**config.mk**
```make
export PLATFORM = sky130hd
export DESIGN_NAME = lc3_control_fsm
export DESIGN_NICKNAME = d
export VERILOG_FILES = /design/src/rtl/lc3_ctrl_pkg.sv /design/src/rtl/lc3_control_fsm_mem_wait_counter.sv /design/src/rtl/lc3_control_fsm.sv
export SDC_FILE = /design/constraint.sdc
export NUM_CORES = 1
export LEC_CHECK = 0
export BUFFER_PORTS_ARGS = -buffer_cell sky130_fd_sc_hd__buf_4
export CELL_PAD_IN_SITES_DETAIL_PLACEMENT = 0
export CELL_PAD_IN_SITES_GLOBAL_PLACEMENT = 2
export CORE_UTILIZATION = 30
export DETAILED_ROUTE_END_ITERATION = 8
export MAX_ROUTING_LAYER = met4
export PLACE_DENSITY = 0.95
export SETUP_SLACK_MARGIN = 0.1
export SYNTH_ARGS = -nofsm -noshare
export SYNTH_HDL_FRONTEND = slang
export SYNTH_SLANG_ARGS = --single-unit
```
**constraint.sdc**
```tcl
create_clock -name Clk -period 3.5 [get_ports Clk]
set_clock_uncertainty 0.1 [all_clocks]
set_input_delay 0.525 -clock Clk [delete_from_list [all_inputs] [get_ports Clk]]
set_output_delay 0.525 -clock Clk [all_outputs]
set_load 0.02 [all_outputs]
```
**src/rtl/lc3_ctrl_pkg.sv**
```systemverilog
// lc3_ctrl_pkg: state encoding, opcodes and datapath mux encodings shared by the LC-3 control FSM.
package lc3_ctrl_pkg;
  typedef enum logic [4:0] {
    HALTED, S18, S33, S35, S32, S01, S05, S09, S00, S22, S12,
    S04, S21, S20, S06, S25, S27, S07, S23, S16, PAUSE1, PAUSE2
  } state_t;
  localparam logic [3:0] OP_ADD = 4'b0001;
  localparam logic [3:0] OP_AND = 4'b0101;
  localparam logic [3:0] OP_NOT = 4'b1001;
  localparam logic [3:0] OP_BR = 4'b0000;
  localparam logic [3:0] OP_JMP = 4'b1100;
  localparam logic [3:0] OP_JSR = 4'b0100;
  localparam logic [3:0] OP_LDR = 4'b0110;
  localparam logic [3:0] OP_STR = 4'b0111;
  localparam logic [3:0] OP_PSE = 4'b1101;
  localparam logic [1:0] ALUK_ADD = 2'b00;
  localparam logic [1:0] ALUK_AND = 2'b01;
  localparam logic [1:0] ALUK_NOT = 2'b10;
  localparam logic [1:0] ALUK_PASSA = 2'b11;
  localparam logic [1:0] PC_PLUS1 = 2'b00;
  localparam logic [1:0] PC_BUS = 2'b01;
  localparam logic [1:0] PC_ADDER = 2'b10;
  localparam logic [1:0] A2_ZERO = 2'b00;
  localparam logic [1:0] A2_OFF6 = 2'b01;
  localparam logic [1:0] A2_OFF9 = 2'b10;
  localparam logic [1:0] A2_OFF11 = 2'b11;
endpackage

```
**src/rtl/lc3_control_fsm_mem_wait_counter.sv**
```systemverilog
// mem_wait_counter: saturating count of cycles spent in a memory-access state.
module mem_wait_counter #(
  parameter int unsigned MEM_WAIT = 2
) (
  input  logic clk,
  input  logic rst_n,
  input  logic clr,
  input  logic en,
  output logic done
);
  logic [2:0] cnt_q, cnt_d;
  assign done = cnt_q == 3'(MEM_WAIT - 1);
  always_comb cnt_d = clr ? 3'd0 : (en && !done) ? cnt_q + 3'd1 : cnt_q;
  always_ff @(posedge clk or negedge rst_n)
    if (!rst_n) cnt_q <= '0;
    else cnt_q <= cnt_d;
endmodule

```
**src/rtl/lc3_control_fsm.sv**
```systemverilog
// lc3_control_fsm: Moore control unit sequencing LC-3 fetch, decode and a subset of execute states.
module lc3_control_fsm
  import lc3_ctrl_pkg::*;
#(
  parameter int unsigned MEM_WAIT = 2
) (
  input  logic       Clk,
  input  logic       Reset,
  input  logic       Run,
  input  logic       Continue,
  input  logic [3:0] Opcode,
  input  logic       IR_5,
  input  logic       IR_11,
  input  logic       BEN,
  output logic       LD_MAR,
  output logic       LD_MDR,
  output logic       LD_IR,
  output logic       LD_BEN,
  output logic       LD_CC,
  output logic       LD_REG,
  output logic       LD_PC,
  output logic       LD_LED,
  output logic       GatePC,
  output logic       GateMDR,
  output logic       GateALU,
  output logic       GateMARMUX,
  output logic [1:0] PCMUX,
  output logic [1:0] ADDR2MUX,
  output logic [1:0] ALUK,
  output logic       DRMUX,
  output logic       SR1MUX,
  output logic       SR2MUX,
  output logic       ADDR1MUX,
  output logic       MIO_EN,
  output logic       Mem_OE,
  output logic       Mem_WE
);
  state_t state_q, state_d;
  logic in_wait, done;
  assign in_wait = state_q inside {S33, S25, S16};
  // Count is held at zero outside the access states, so every entry starts fresh.
  mem_wait_counter #(.MEM_WAIT(MEM_WAIT)) u_wait (
    .clk(Clk),
    .rst_n(Reset),
    .clr(!in_wait),
    .en(in_wait),
    .done(done)
  );
  always_ff @(posedge Clk or negedge Reset)
    if (!Reset) state_q <= HALTED;
    else state_q <= state_d;
  always_comb begin
    state_d = HALTED;
    case (state_q)
      HALTED: state_d = Run ? S18 : HALTED;
      S18: state_d = S33;
      S33: state_d = done ? S35 : S33;
      S35: state_d = S32;
      S32:
        case (Opcode)
          OP_ADD: state_d = S01;
          OP_AND: state_d = S05;
          OP_NOT: state_d = S09;
          OP_BR: state_d = S00;
          OP_JMP: state_d = S12;
          OP_JSR: state_d = S04;
          OP_LDR: state_d = S06;
          OP_STR: state_d = S07;
          OP_PSE: state_d = PAUSE1;
          default: state_d = S18;
        endcase
      S00: state_d = BEN ? S22 : S18;
      S04: state_d = IR_11 ? S21 : S20;
      S06: state_d = S25;
      S25: state_d = done ? S27 : S25;
      S07: state_d = S23;
      S23: state_d = S16;
      S16: state_d = done ? S18 : S16;
      PAUSE1: state_d = Continue ? PAUSE2 : PAUSE1;
      PAUSE2: state_d = Continue ? PAUSE2 : S18;
      S01, S05, S09, S22, S12, S21, S20, S27: state_d = S18;
      default: state_d = HALTED;
    endcase
  end
  always_comb begin
    LD_MAR = 1'b0;
    LD_MDR = 1'b0;
    LD_IR = 1'b0;
    LD_BEN = 1'b0;
    LD_CC = 1'b0;
    LD_REG = 1'b0;
    LD_PC = 1'b0;
    LD_LED = 1'b0;
    GatePC = 1'b0;
    GateMDR = 1'b0;
    GateALU = 1'b0;
    GateMARMUX = 1'b0;
    PCMUX = PC_PLUS1;
    ADDR2MUX = A2_ZERO;
    ALUK = ALUK_ADD;
    DRMUX = 1'b0;
    SR1MUX = 1'b0;
    SR2MUX = 1'b0;
    ADDR1MUX = 1'b0;
    MIO_EN = 1'b0;
    Mem_OE = 1'b1;
    Mem_WE = 1'b1;
    case (state_q)
      S18: begin
        GatePC = 1'b1;
        LD_MAR = 1'b1;
        LD_PC = 1'b1;
        PCMUX = PC_PLUS1;
      end
      S33, S25: begin
        Mem_OE = 1'b0;
        MIO_EN = 1'b1;
        LD_MDR = done;
      end
      S35: begin
        GateMDR = 1'b1;
        LD_IR = 1'b1;
      end
      S32: LD_BEN = 1'b1;
      S01, S05, S09: begin
        GateALU = 1'b1;
        LD_REG = 1'b1;
        LD_CC = 1'b1;
        SR2MUX = state_q != S09 && IR_5;
        ALUK = state_q == S09 ? ALUK_NOT : state_q == S05 ? ALUK_AND : ALUK_ADD;
      end
      S22: begin
        LD_PC = 1'b1;
        PCMUX = PC_ADDER;
        ADDR2MUX = A2_OFF9;
      end
      S12, S20: begin
        LD_PC = 1'b1;
        PCMUX = PC_ADDER;
        ADDR1MUX = 1'b1;
      end
      S04: begin
        GatePC = 1'b1;
        LD_REG = 1'b1;
        DRMUX = 1'b1;
      end
      S21: begin
        LD_PC = 1'b1;
        PCMUX = PC_ADDER;
        ADDR2MUX = A2_OFF11;
      end
      S06, S07: begin
        GateMARMUX = 1'b1;
        LD_MAR = 1'b1;
        ADDR1MUX = 1'b1;
        ADDR2MUX = A2_OFF6;
      end
      S27: begin
        GateMDR = 1'b1;
        LD_REG = 1'b1;
        LD_CC = 1'b1;
      end
      S23: begin
        GateALU = 1'b1;
        ALUK = ALUK_PASSA;
        LD_MDR = 1'b1;
      end
      S16: Mem_WE = 1'b0;
      PAUSE1: LD_LED = 1'b1;
      default: ;
    endcase
  end
endmodule

```
## Yosys cells after proc, flatten, opt, wreduce, memory -nomap -nowiden

Memories as Yosys holds them, arrays and structs flattened.
Cells that the tools add are included.

| storage, ports and cells | value |
|---|---|
| output and inout bits | 25 |
| ROM bits | 80 |
| register bits | 8 |
| word-level logic and storage cells | 80 |
| bits of input ports | 11 |
| memories kept | 1 |

| cells by class | value |
|---|---|
| eq/ne operators | 24 |
| add/sub/neg operators | 1 |
| mux-type cells | 34 |
| reduce and logical (&&, ||, !) cells | 18 |

Memory list:

| name | words | bits a word | read ports | clocked after memory_dff | wr ports | RTL line | source |
|---|---|---|---|---|---|---|---|
| (name not given) | 16 | 5 | 1 | 0 | 0 | lc3_control_fsm.sv:60 | `case (Opcode)` |

Operator list:

| cell | count |
|---|---|
| $pmux W5 S15 | 1 |
| $eq A5 B4 Y1 const B | 8 |
| $eq A5 B5 Y1 const B | 6 |
| $mux W1 | 22 |
| $eq A5 B3 Y1 const B | 4 |
| $reduce_or A4 Y1 | 4 |
| $mux W5 | 3 |
| $eq A5 B2 Y1 const B | 2 |
| $reduce_or A5 Y1 | 2 |
| $reduce_or A2 Y1 | 4 |
| $reduce_or A8 Y1 | 1 |
| $mux W3 | 2 |
| $pmux W2 S3 | 1 |
| $reduce_or A3 Y1 | 2 |
| $eq A5 B1 Y1 const B | 1 |
| $logic_not A5 Y1 | 1 |
| $ne A5 B3 Y1 const B | 1 |
| $mux W2 | 2 |
| $mux W4 | 1 |
| $pmux W2 S2 | 1 |
| $add A3 B1 Y3 const B | 1 |
| $eq A3 B1 Y1 const B | 1 |
| $reduce_bool A3 Y1 | 1 |
| $logic_and A1 B1 Y1 | 2 |
| other kinds (3) | 3 |

## Longest topological paths before layout

Gate-level depths: netlist (run 1).

| depth | value |
|---|---|
| word-level depth | 5 |
| mapped depth | 7 |
| mapped depth without buffers | 6 |

## Hierarchy

From an unflattened synthesis (run 1), not the netlist that was laid out.

| second synthesis, totals | value |
|---|---|
| cell total of the unflattened synthesis | 175 |
| area, all modules | 1263.7 um2 |

By module, submodules not included:

| module | seq. area each (um2) | area an instance (um2) | cells each | times used |
|---|---|---|---|---|
| lc3_control_fsm | 125.1 | 1063.5 | 157 | 1 |
| mem_wait_counter | 75.1 | 200.2 | 18 | 1 |

## Worst setup path before layout (run 1)

OpenSTA, ideal clock, no wires.

| path | value |
|---|---|
| kind | reg-to-output |
| start | register state_q[2] |
| end | output LD_REG |
| required time | 2875 ps |
| path buffers | 2 |
| setup slack | 1336 ps |
| arrival | 1539 ps |
| cell stages (with the launch flop) | 5 |
| cells stage by stage | dfrtp_1 -> buf_6 -> buf_2 -> nor3_1 -> o21bai_1 |

| on the way | value |
|---|---|
| longest elaborated chain between the ends | 3 |
| elaborated cells between the ends (all ways) | 7 |
| those cells by class | eq/ne: 5; mux: 1; reduce/logical: 1 |

Ends and longest elaborated chain:

| item | RTL line | source |
|---|---|---|
| from (decl) | lc3_control_fsm.sv:38 | `state_t state_q, state_d;` |
| from (signal assigned) | lc3_control_fsm.sv:51 | `else state_q <= state_d;` |
| $eq A5 B3 Y1, or another cell as far along | lc3_control_fsm.sv:108 | `case (state_q)` |
| $reduce_or A5 Y1 (no line) * | -- |  |
| $mux W1 * | lc3_control_fsm.sv:108 |  |
| to (decl) | lc3_control_fsm.sv:20 | `output logic LD_REG,` |

Mark *: on every way between the ends. The rest lies on a longest branch, timed or not.

## Worst setup path in the final report (run 1)

| path | value |
|---|---|
| start | register state_q[1] |
| end | output LD_PC |

| on the way | value |
|---|---|
| longest elaborated chain between the ends | 3 |
| elaborated cells between the ends (all ways) | 7 |
| those cells by class | eq/ne: 5; mux: 1; reduce/logical: 1 |

Ends and longest elaborated chain:

| item | RTL line | source |
|---|---|---|
| $eq A5 B4 Y1 / $eq A5 B1 Y1 (equally long branches) | lc3_control_fsm.sv:108 |  |
| $reduce_or A5 Y1 (no line) * | -- |  |
| $mux W1 * | lc3_control_fsm.sv:108 |  |
| to (decl) | lc3_control_fsm.sv:21 | `output logic LD_PC,` |

Marked as above.

==> results of run 1 <==
## worst paths after layout
check	startpoint	end	slack (ns)	depth (start not counted)
max in group asynchronous	Reset	state_q[2]	3.17	1
max	state_q[1]	LD_PC	0.77	5
min in group Clk	Opcode[2]	state_q[4]	0.47	3
max reg2reg	state_q[0]	u_wait.cnt_q[1]	1.66	4
min	Reset	state_q[3]	0.007	1
min reg2reg	u_wait.cnt_q[2]	u_wait.cnt_q[2]	0.51	2
## Yosys cell counts, drive strengths merged, types with 2 or more instances
cell | count | area [sq um]
xnor2 | 3 | 26.3
inv | 7 | 26.3
o21ai | 10 | 53.8
or2b | 3 | 22.5
or3 | 3 | 18.8
nor3 | 13 | 76.3
buf | 15 | 104
mux2 | 2 | 22.5
nand2b | 4 | 25.0
o211ai | 3 | 27.5
nor2 | 18 | 67.6
nand4 | 2 | 12.5
or2 | 2 | 12.5
dfrtp | 8 | 200
nor2b | 5 | 31.3
nand2 | 14 | 52.6
and2 | 2 | 12.5
a31oi | 2 | 12.5
a21oi | 15 | 78.8
nand3 | 4 | 25.0
ha | 7 | 87.6
a22oi | 2 | 15.0
or4 | 2 | 15.0
## through the flow
| stage | power [mW] | setup slack, ns | utilization | std cells | hold WS (ns) |
|---|---|---|---|---|---|
| final | 1.00 | 0.770 | 0.383 | 234 | 0.00670 |
| after global placement | 0.889 | 1.12 | 0.372 | 231 | 0.244 |
| after floorplan | 0.726 | 1.34 | - | 165 | 0.129 |
| after detailed placement | 0.893 | 1.05 | 0.372 | 231 | 0.250 |
| after CTS | 1.00 | 0.800 | 0.383 | 234 | 0.0113 |
| after global routing | 1.09 | 0.601 | 0.383 | 234 | 0.0105 |
## sequential cells by signal, summed over array words and instances, names as in the netlist
register and cells:
state_q 5, u_wait.cnt_q 3
## final cells by class
cell class / count / area (sq um)
clock buffers: 3 / 41.3
fillers: 397 / 2290
inverters: 7 / 26.3
multi-input cells: 135 / 848
flip-flops and latches: 8 / 200
well taps: 48 / 60.1
repair buffers: 33 / 248
## kinds of logic (layout without fill, tap and decap cells)
group | count (synthesis) | after routing | share of synthesized area
compound gates | 44 | 44 | 0.247
xor+xnor | 4 | 4 | 0.0298
fa+ha+maj | 7 | 7 | 0.0745
buf+inv | 22 | 43 | 0.111
flops | 8 | 8 | 0.170
mux | 3 | 3 | 0.0277
other cells | 1 | 2 | 0.00319
simple gates | 75 | 75 | 0.337
## layer usage
layer | wire (um) | part of all wire | track usage
met4 | 38 | 0.012 | 0.0528
met1 | 1370 | 0.44 | 0.214
met3 | 182 | 0.058 | 0.0141
met2 | 1530 | 0.49 | 0.257
met5 | 0 | 0 | -
## power breakdown
part,switching [mW],internal [mW]
combinational,0.383,0.271
clock,0.0347,0.0743
sequential,0.119,0.119
total,0.536,0.465
## cell usage in the layout, fill, tap and decap left out, types with 3 or more instances in the layout
cell      count
a21oi_1      14
buf_4        33
clkbuf_8      3
dfrtp_1       8
ha_1          7
inv_1         7
nand2_1      14
nand2b_1      4
nand3_1       3
nor2_1       18
nor2b_1       5
nor3_1       12
o21ai_0       9
or2b_1        3
or3_1         3
xnor2_1       3
==> results.yml, run 1 <==
die:
  rows: 22
  core_area_sq_mm: 0.00372
  dieArea_sq_mm: 0.00417
  ios: 36
  die_x_um: 64.6
  die_y_um: 64.6
  initial_utilization: 0.316
logic_synthesis:
  synth.cell_area_sq_mm: 0.00117
  async_reset_ff_frac: 1.00
  netlist_instances: 164
  synth_edf_count: 0
  synth_warnings: 0
  synthFlopType: "dfrtp_1"
  ys_ff_latch: 8
  syn_area_per_cell_sq_um: 7.16
  seq_area_frac_synth: 0.170
  synthDistinctLibCells: 48
finish:
  drive_gt1_frac: 0.253
  synthToLayoutAreaGrowth_pct: 21.2
  finalNetCount: 206
  fin_area_sq_mm: 0.00142
  diodes: 0
routing:
  ant_nets: 0
  routed_wl_mm: 3.12
  drcViolationCount: 0
  dr.pass1.iters: 6
  viasPerCell: 5.27
  routedWlPerCell_um: 13.3
  num_vias: 1233
  first_iter_violations: 92
sta:
  worstMarginPinSlew_ns: 0.803
  finalHoldViolCount: 0
  setup_violations: 0
  finalCriticalPeriod_ns: 2.73
  fin_setup_tns_ns: 0
  fmax_mhz: 366
  slew_headroom: 0.465
  report.final.slew_viol_count: 0
  fin_crit_sh: 0.780
  rsz0062_at_grt: "false"
critical_path:
  crit_buf_inv: 2
  worstPathArrival_ns: 2.10
  path_class: "reg -> out"
  crit_path_cell_trace: "inv_1, nor2_1, nand2_1, a311oi_1, buf_4"
  cpPeakStageDelay_ns: 0.68
  end_kind: "output pin"
  critPathSlowestCell: "dfrtp_1"
  critPathMaxFanout: 17
  required_ns: 2.87
  critPathTopFamily: "flip-flops"
  start_kind: "register"
power:
  p_leak_nw: 0.620
  max-vdd-ir-drop_v: 0.000222
  powerDensity_mw_per_mm2: 703
global_routing:
  grt_overflow: 0
  grt_pass1_wl_mm: 5.24
  grt_pass1_vias: 1133
  antenna_found_initial: 0
  grt_util_all_layers: 0.161
  grt_max_degree: 27
cts:
  post_cts_buffers: 0
  path_clk_slew_ns: 0.04
  cts_root_buf: "clkbuf_8"
  postCtsHoldBufs: 0
  cts_resized: 0
  clkSinkCount: 8
  htreeDepth: 1
  cts_buffer_depth: 2
  insertion_delay_ns: 0.23
  numCtsBuffers: 3
  cts_tree: "done"
status:
  status: "complete, no violations"
place:
  placed_area_sq_mm: 0.00138
  numPortBuffers: 33
  place.gp.congestion: 0.803
  dpl.hpwl_mm: 2.40
run:
  max-cap-violations: 0
min_path:
  hold_path_class: "in -> async"
Power figures use the tool's default switching activity.
==> run 2: changes to the inputs <==
CORE_UTILIZATION = 27   (was 30)
PLACE_DENSITY = 0.88   (was 0.95)
clock period = 2.55 ns   (was 3.5 ns; I/O delays follow)
==> results.yml, run 2 (synthesis gave the netlist of run 1 again) <==
status:
  status: "complete, no violations"
critical_path:
  startpoint: "state_q[2]"
  crit_path_cell_trace: "buf_4, or3b_4, nor3_4, buf_4"
  path_class: "reg -> out"
  crit_end: "LD_BEN"
  worstPathArrival_ns: 1.80
  required_ns: 2.07
  rr_endpoint: "state_q[4]"
  r2r_start: "state_q[2]"
  rrSetupSlack_ns: 0.79
  start_kind: "register"
  end_kind: "output pin"
  critPathMaxFanout: 13
  critPathSlowestCell: "dfrtp_1"
  path_common_cell: "buf_4"
  cpPeakStageDelay_ns: 0.58
  rr_worst_depth: 5
finish:
  final_cell_mix: "45 x buf_4, 18 x nor2_1, 14 x a21oi_1, 14 x nand2_1, 12 x nor3_1"
  diodes: 0
  finalNetCount: 219
  synthToLayoutAreaGrowth_pct: 30.4
  regMostFlops: "state_q"
  largest_register_ff_count: 5
  drive_gt1_frac: 0.307
  layout_commonest_cell: "buf_4"
  layout.cells.non_filler: 249
  reg_top3: "state_q x5, u_wait.cnt_q x3"
cts:
  clkSinkCount: 8
  cts_root_buf: "clkbuf_8"
  path_clk_slew_ns: 0.04
  cts_tree: "done"
  numCtsBuffers: 3
  insertion_delay_ns: 0.22
  cts_buffer_depth: 2
  htreeDepth: 1
global_routing:
  grt_pass1_vias: 1137
  grt_util_all_layers: 0.159
  antenna_found_initial: 0
  grt_max_degree: 24
  grt_overflow: 0
  grt_pass1_wl_mm: 5.42
min_path:
  hold_path_class: "in -> reg"
sta:
  finalCriticalPeriod_ns: 2.28
  fmax_mhz: 438
  report.final.slew_viol_count: 0
  setup_violations: 0
  fin_setup_tns_ns: 0
  rsz0062_at_grt: "true"
  finalHoldViolCount: 0
  fin_crit_sh: 0.894
power:
  internal_power_mw: 0.731
  pwr-share-clk: 0.101
  swShare: 0.513
  p_sw_mw: 0.769
  p_leak_nw: 0.678
  max-vdd-ir-drop_v: 0.000248
  power_frac_comb: 0.719
  power_frac_seq: 0.181
  powerDensity_mw_per_mm2: 980
run:
  max-cap-violations: 0
die:
  die_y_um: 68.0
  ios: 36
  core_area_sq_mm: 0.00409
  initial_utilization: 0.288
  rows: 23
  dieArea_sq_mm: 0.00462
  die_x_um: 68.0
routing:
  dr.pass1.iters: 5
  drcViolationCount: 0
  routed_wl_mm: 3.35
  viasPerCell: 5.12
  ant_nets: 0
  num_vias: 1276
  first_iter_violations: 50
  routedWlPerCell_um: 13.5
place:
  dp_cells: 241
  numPortBuffers: 33
  place.gp.congestion: 0.791
  dpl.hpwl_mm: 2.64
## run 2: changes by cell type in the layout (fill, tap and decap cells not counted)
| cell | delta |
|---|---|
| dlygate4sd3_1 | +1 |
| inv_1 | -1 |
| dfrtp_1 | -1 |
| dfrtp_2 | +1 |
| clkinvlp_4 | +1 |
| buf_4 | +12 |
## run 2: per-layer routing
metal	part of all wire	vias up	global-route usage
li1	-	649	-
met1	0.46	593	0.208
met2	0.50	32	0.256
met3	0.044	2	0.0283
met4	0.0039	0	0.0260
met5	0	-	-
## run 2: worst max-delay path: cells and delay by family (launching register included)
kind                   cells  cell delay, ns
buffers and inverters      2            0.41
AND/OR/NAND/NOR            2            0.58
flip-flops                 1            0.58
## run 2: through the flow
stage / area, sq um / power [mW] / util / hold slack (ns) / setup slack [ns]
floorplan: 1180 / 0.997 / - / -0.0131 / 0.529
global placement: 1450 / 1.31 / 0.354 / 0.107 / 0.408
detailed placement: 1450 / 1.30 / 0.354 / 0.107 / 0.456
CTS: 1500 / 1.46 / 0.366 / 0.349 / 0.205
global route: 1530 / 1.64 / 0.375 / 0.369 / 0.0980
finish: 1530 / 1.50 / 0.375 / 0.353 / 0.269
## run 2: layout make-up
class | instances | area [sq um]
inverters | 7 | 30.0
multi-input cells | 135 | 848
flip-flops and latches | 8 | 201
well taps | 50 | 62.6
clock buffers | 3 | 41.3
fillers | 481 | 2550
repair buffers | 46 | 348
## run 2: how the worst min path moves through the flow
stage / from / end / slack (ns) / cells after the start
after CTS: Opcode[2] / state_q[4] / 0.35 / 3
final: Opcode[2] / state_q[4] / 0.35 / 3
after global placement: Reset / state_q[4] / 0.11 / 1
after floorplan: Reset / state_q[0] / -0.01 / 0
after detailed placement: Reset / state_q[4] / 0.11 / 1
after global routing: Opcode[2] / state_q[4] / 0.37 / 3
## run 2: timing repair
action,in CTS,in global routing
buffers inserted,0,4
endpoints found under the hold margin,8,0
hold buffers,1,0
endpoints found under the setup margin,0,3
gates resized for setup,0,2
## run 2: power by group through the flow
stage          logic, mW  clock network, mW  registers [mW]
2_1_floorplan      0.793                  0           0.204
3_3_place_gp        1.04                  0           0.266
3_5_place_dp        1.04                  0           0.265
4_1_cts             1.04              0.156           0.263
5_1_grt             1.20              0.162           0.284
6_report            1.08              0.151           0.271
==> run 3: changes to the inputs <==
CORE_UTILIZATION = 28   (was 27)
CTS_BUF_LIST = sky130_fd_sc_hd__clkbuf_4 sky130_fd_sc_hd__clkbuf_8   (was default)
PLACE_DENSITY = 0.91   (was 0.88)
==> results.yml, run 3 (synthesis gave the netlist of run 1 again) <==
place:
  place.gp.congestion: 0.797
  dp_cells: 240
  dpl.hpwl_mm: 2.42
  placed_area_sq_mm: 0.00144
  numPortBuffers: 33
power:
  powerDensity_mw_per_mm2: 962
  power_frac_seq: 0.185
  p_sw_mw: 0.747
  internal_power_mw: 0.686
  pwr-share-clk: 0.100
  power_frac_comb: 0.715
  swShare: 0.522
  max-vdd-ir-drop_v: 0.000317
  p_leak_nw: 0.659
critical_path:
  end_kind: "output pin"
  r2r_start: "state_q[2]"
  rr_worst_depth: 5
  required_ns: 2.07
  cpPeakStageDelay_ns: 0.59
  crit_end: "LD_REG"
  rr_endpoint: "state_q[4]"
  start_kind: "register"
  worstPathArrival_ns: 1.82
  startpoint: "state_q[2]"
  crit_path_cell_trace: "buf_4, or2b_1, nor2_1, a21oi_1, o21bai_1, buf_4"
  critPathMaxFanout: 14
  path_common_cell: "buf_4"
  path_class: "reg -> out"
  cp_num_cells: 6
  critPathTopFamily: "flip-flops"
  crit_buf_inv: 2
  rrSetupSlack_ns: 0.89
  critPathSlowestCell: "dfrtp_1"
cts:
  post_cts_buffers: 0
  clkSinkCount: 8
  numCtsBuffers: 3
  path_clk_slew_ns: 0.04
  cts_buffer_depth: 2
  cts_root_buf: "clkbuf_8"
  htreeDepth: 1
  insertion_delay_ns: 0.22
  cts_tree: "done"
routing:
  first_iter_violations: 71
  routedWlPerCell_um: 13.0
  routed_wl_mm: 3.16
  dr.pass1.iters: 4
  drcViolationCount: 0
  viasPerCell: 5.09
  num_vias: 1243
  ant_nets: 0
sta:
  setup_violations: 0
  rsz0062_at_grt: "false"
  report.final.slew_viol_count: 0
  finalHoldViolCount: 0
  finalCriticalPeriod_ns: 2.31
  fin_crit_sh: 0.904
  fmax_mhz: 434
  fin_setup_tns_ns: 0
  worstMarginPinSlew_ns: 0.583
  timing.hold.ws_ns: 0.340
  slew_headroom: 0.612
finish:
  layout_commonest_cell: "buf_4"
  fin_area_sq_mm: 0.00149
  largest_register_ff_count: 5
  diodes: 0
  finalNetCount: 214
  layout.cells.non_filler: 244
  reg_top3: "state_q x5, u_wait.cnt_q x3"
  drive_gt1_frac: 0.284
  synthToLayoutAreaGrowth_pct: 26.8
  final_cell_mix: "40 x buf_4, 18 x nor2_1, 14 x a21oi_1, 14 x nand2_1, 12 x nor3_1"
  regMostFlops: "state_q"
  utilization: 0.373
global_routing:
  grt_pass1_wl_mm: 5.06
  antenna_found_initial: 0
  grt_pass1_vias: 1100
  grt_max_degree: 24
  grt_util_all_layers: 0.148
  grt_overflow: 0
die:
  die_y_um: 66.8
  ios: 36
  dieArea_sq_mm: 0.00446
  die_x_um: 66.8
  rows: 23
  initial_utilization: 0.294
  core_area_sq_mm: 0.00400
status:
  status: "complete, no violations"
run:
  max-cap-violations: 0
min_path:
  whs_path_depth: 3
  hold_path_class: "in -> reg"
[run 3: cell types whose count changed in the layout (fill, tap and decap cells not counted), sizes merged]
cell      before  now
buf           45   40
clkinvlp       1    0
inv            6    7
[run 3: power groups by stage]
stage / registers, mW / clock network [mW] / logic (mW)
after floorplan: 0.204 / 0 / 0.793
after global placement: 0.263 / 0 / 1.03
after detailed placement: 0.261 / 0 / 1.02
after CTS: 0.259 / 0.146 / 1.03
after global routing: 0.273 / 0.152 / 1.13
final: 0.265 / 0.144 / 1.02
[run 3: worst min path at each step]
stage / startpoint / slack [ns] / end
2_1_floorplan: Reset / -0.01 / state_q[0]
3_3_place_gp: Reset / 0.10 / u_wait.cnt_q[0]
3_5_place_dp: Reset / 0.10 / state_q[4]
4_1_cts: Opcode[2] / 0.34 / state_q[4]
5_1_grt: Opcode[2] / 0.34 / state_q[4]
6_report: Opcode[2] / 0.34 / state_q[4]
[run 3: stage by stage]
step | power, mW | worst slack (ns)
5_1_grt | 1.55 | 0.134
3_3_place_gp | 1.29 | 0.465
3_5_place_dp | 1.28 | 0.487
4_1_cts | 1.43 | 0.250
2_1_floorplan | 0.997 | 0.529
6_report | 1.43 | 0.244
[run 3: worst register-to-register path, stage by stage (launching register included)]
cell and delay [ns]:
dfrtp_1 0.52, buf_4 0.24, inv_1 0.19, a21oi_1 0.07, or3_1 0.38, o211ai_2 0.08
[run 3: layout make-up]
cell class	count	area, sq um
fill	428	2510
multi-input combinational	135	848
timing repair buffer	41	310
sequential	8	201
tap	50	62.6
clock buffer	3	41.3
inverter	7	26.3
[run 3: routing by layer]
metal / wire length [um] / GRT usage / vias to the layer above
met5: 0 / - / -
met4: 16 / 0.0346 / 0
met3: 119 / 0.00856 / 2
met2: 1470 / 0.229 / 34
met1: 1550 / 0.210 / 570
li1: - / - / 637
[run 3: timing repair]
item,CTS,global route
endpoints found under the setup margin,0,2
hold buffers,1,0
endpoints found under the hold margin,8,0
gates resized for setup,0,1
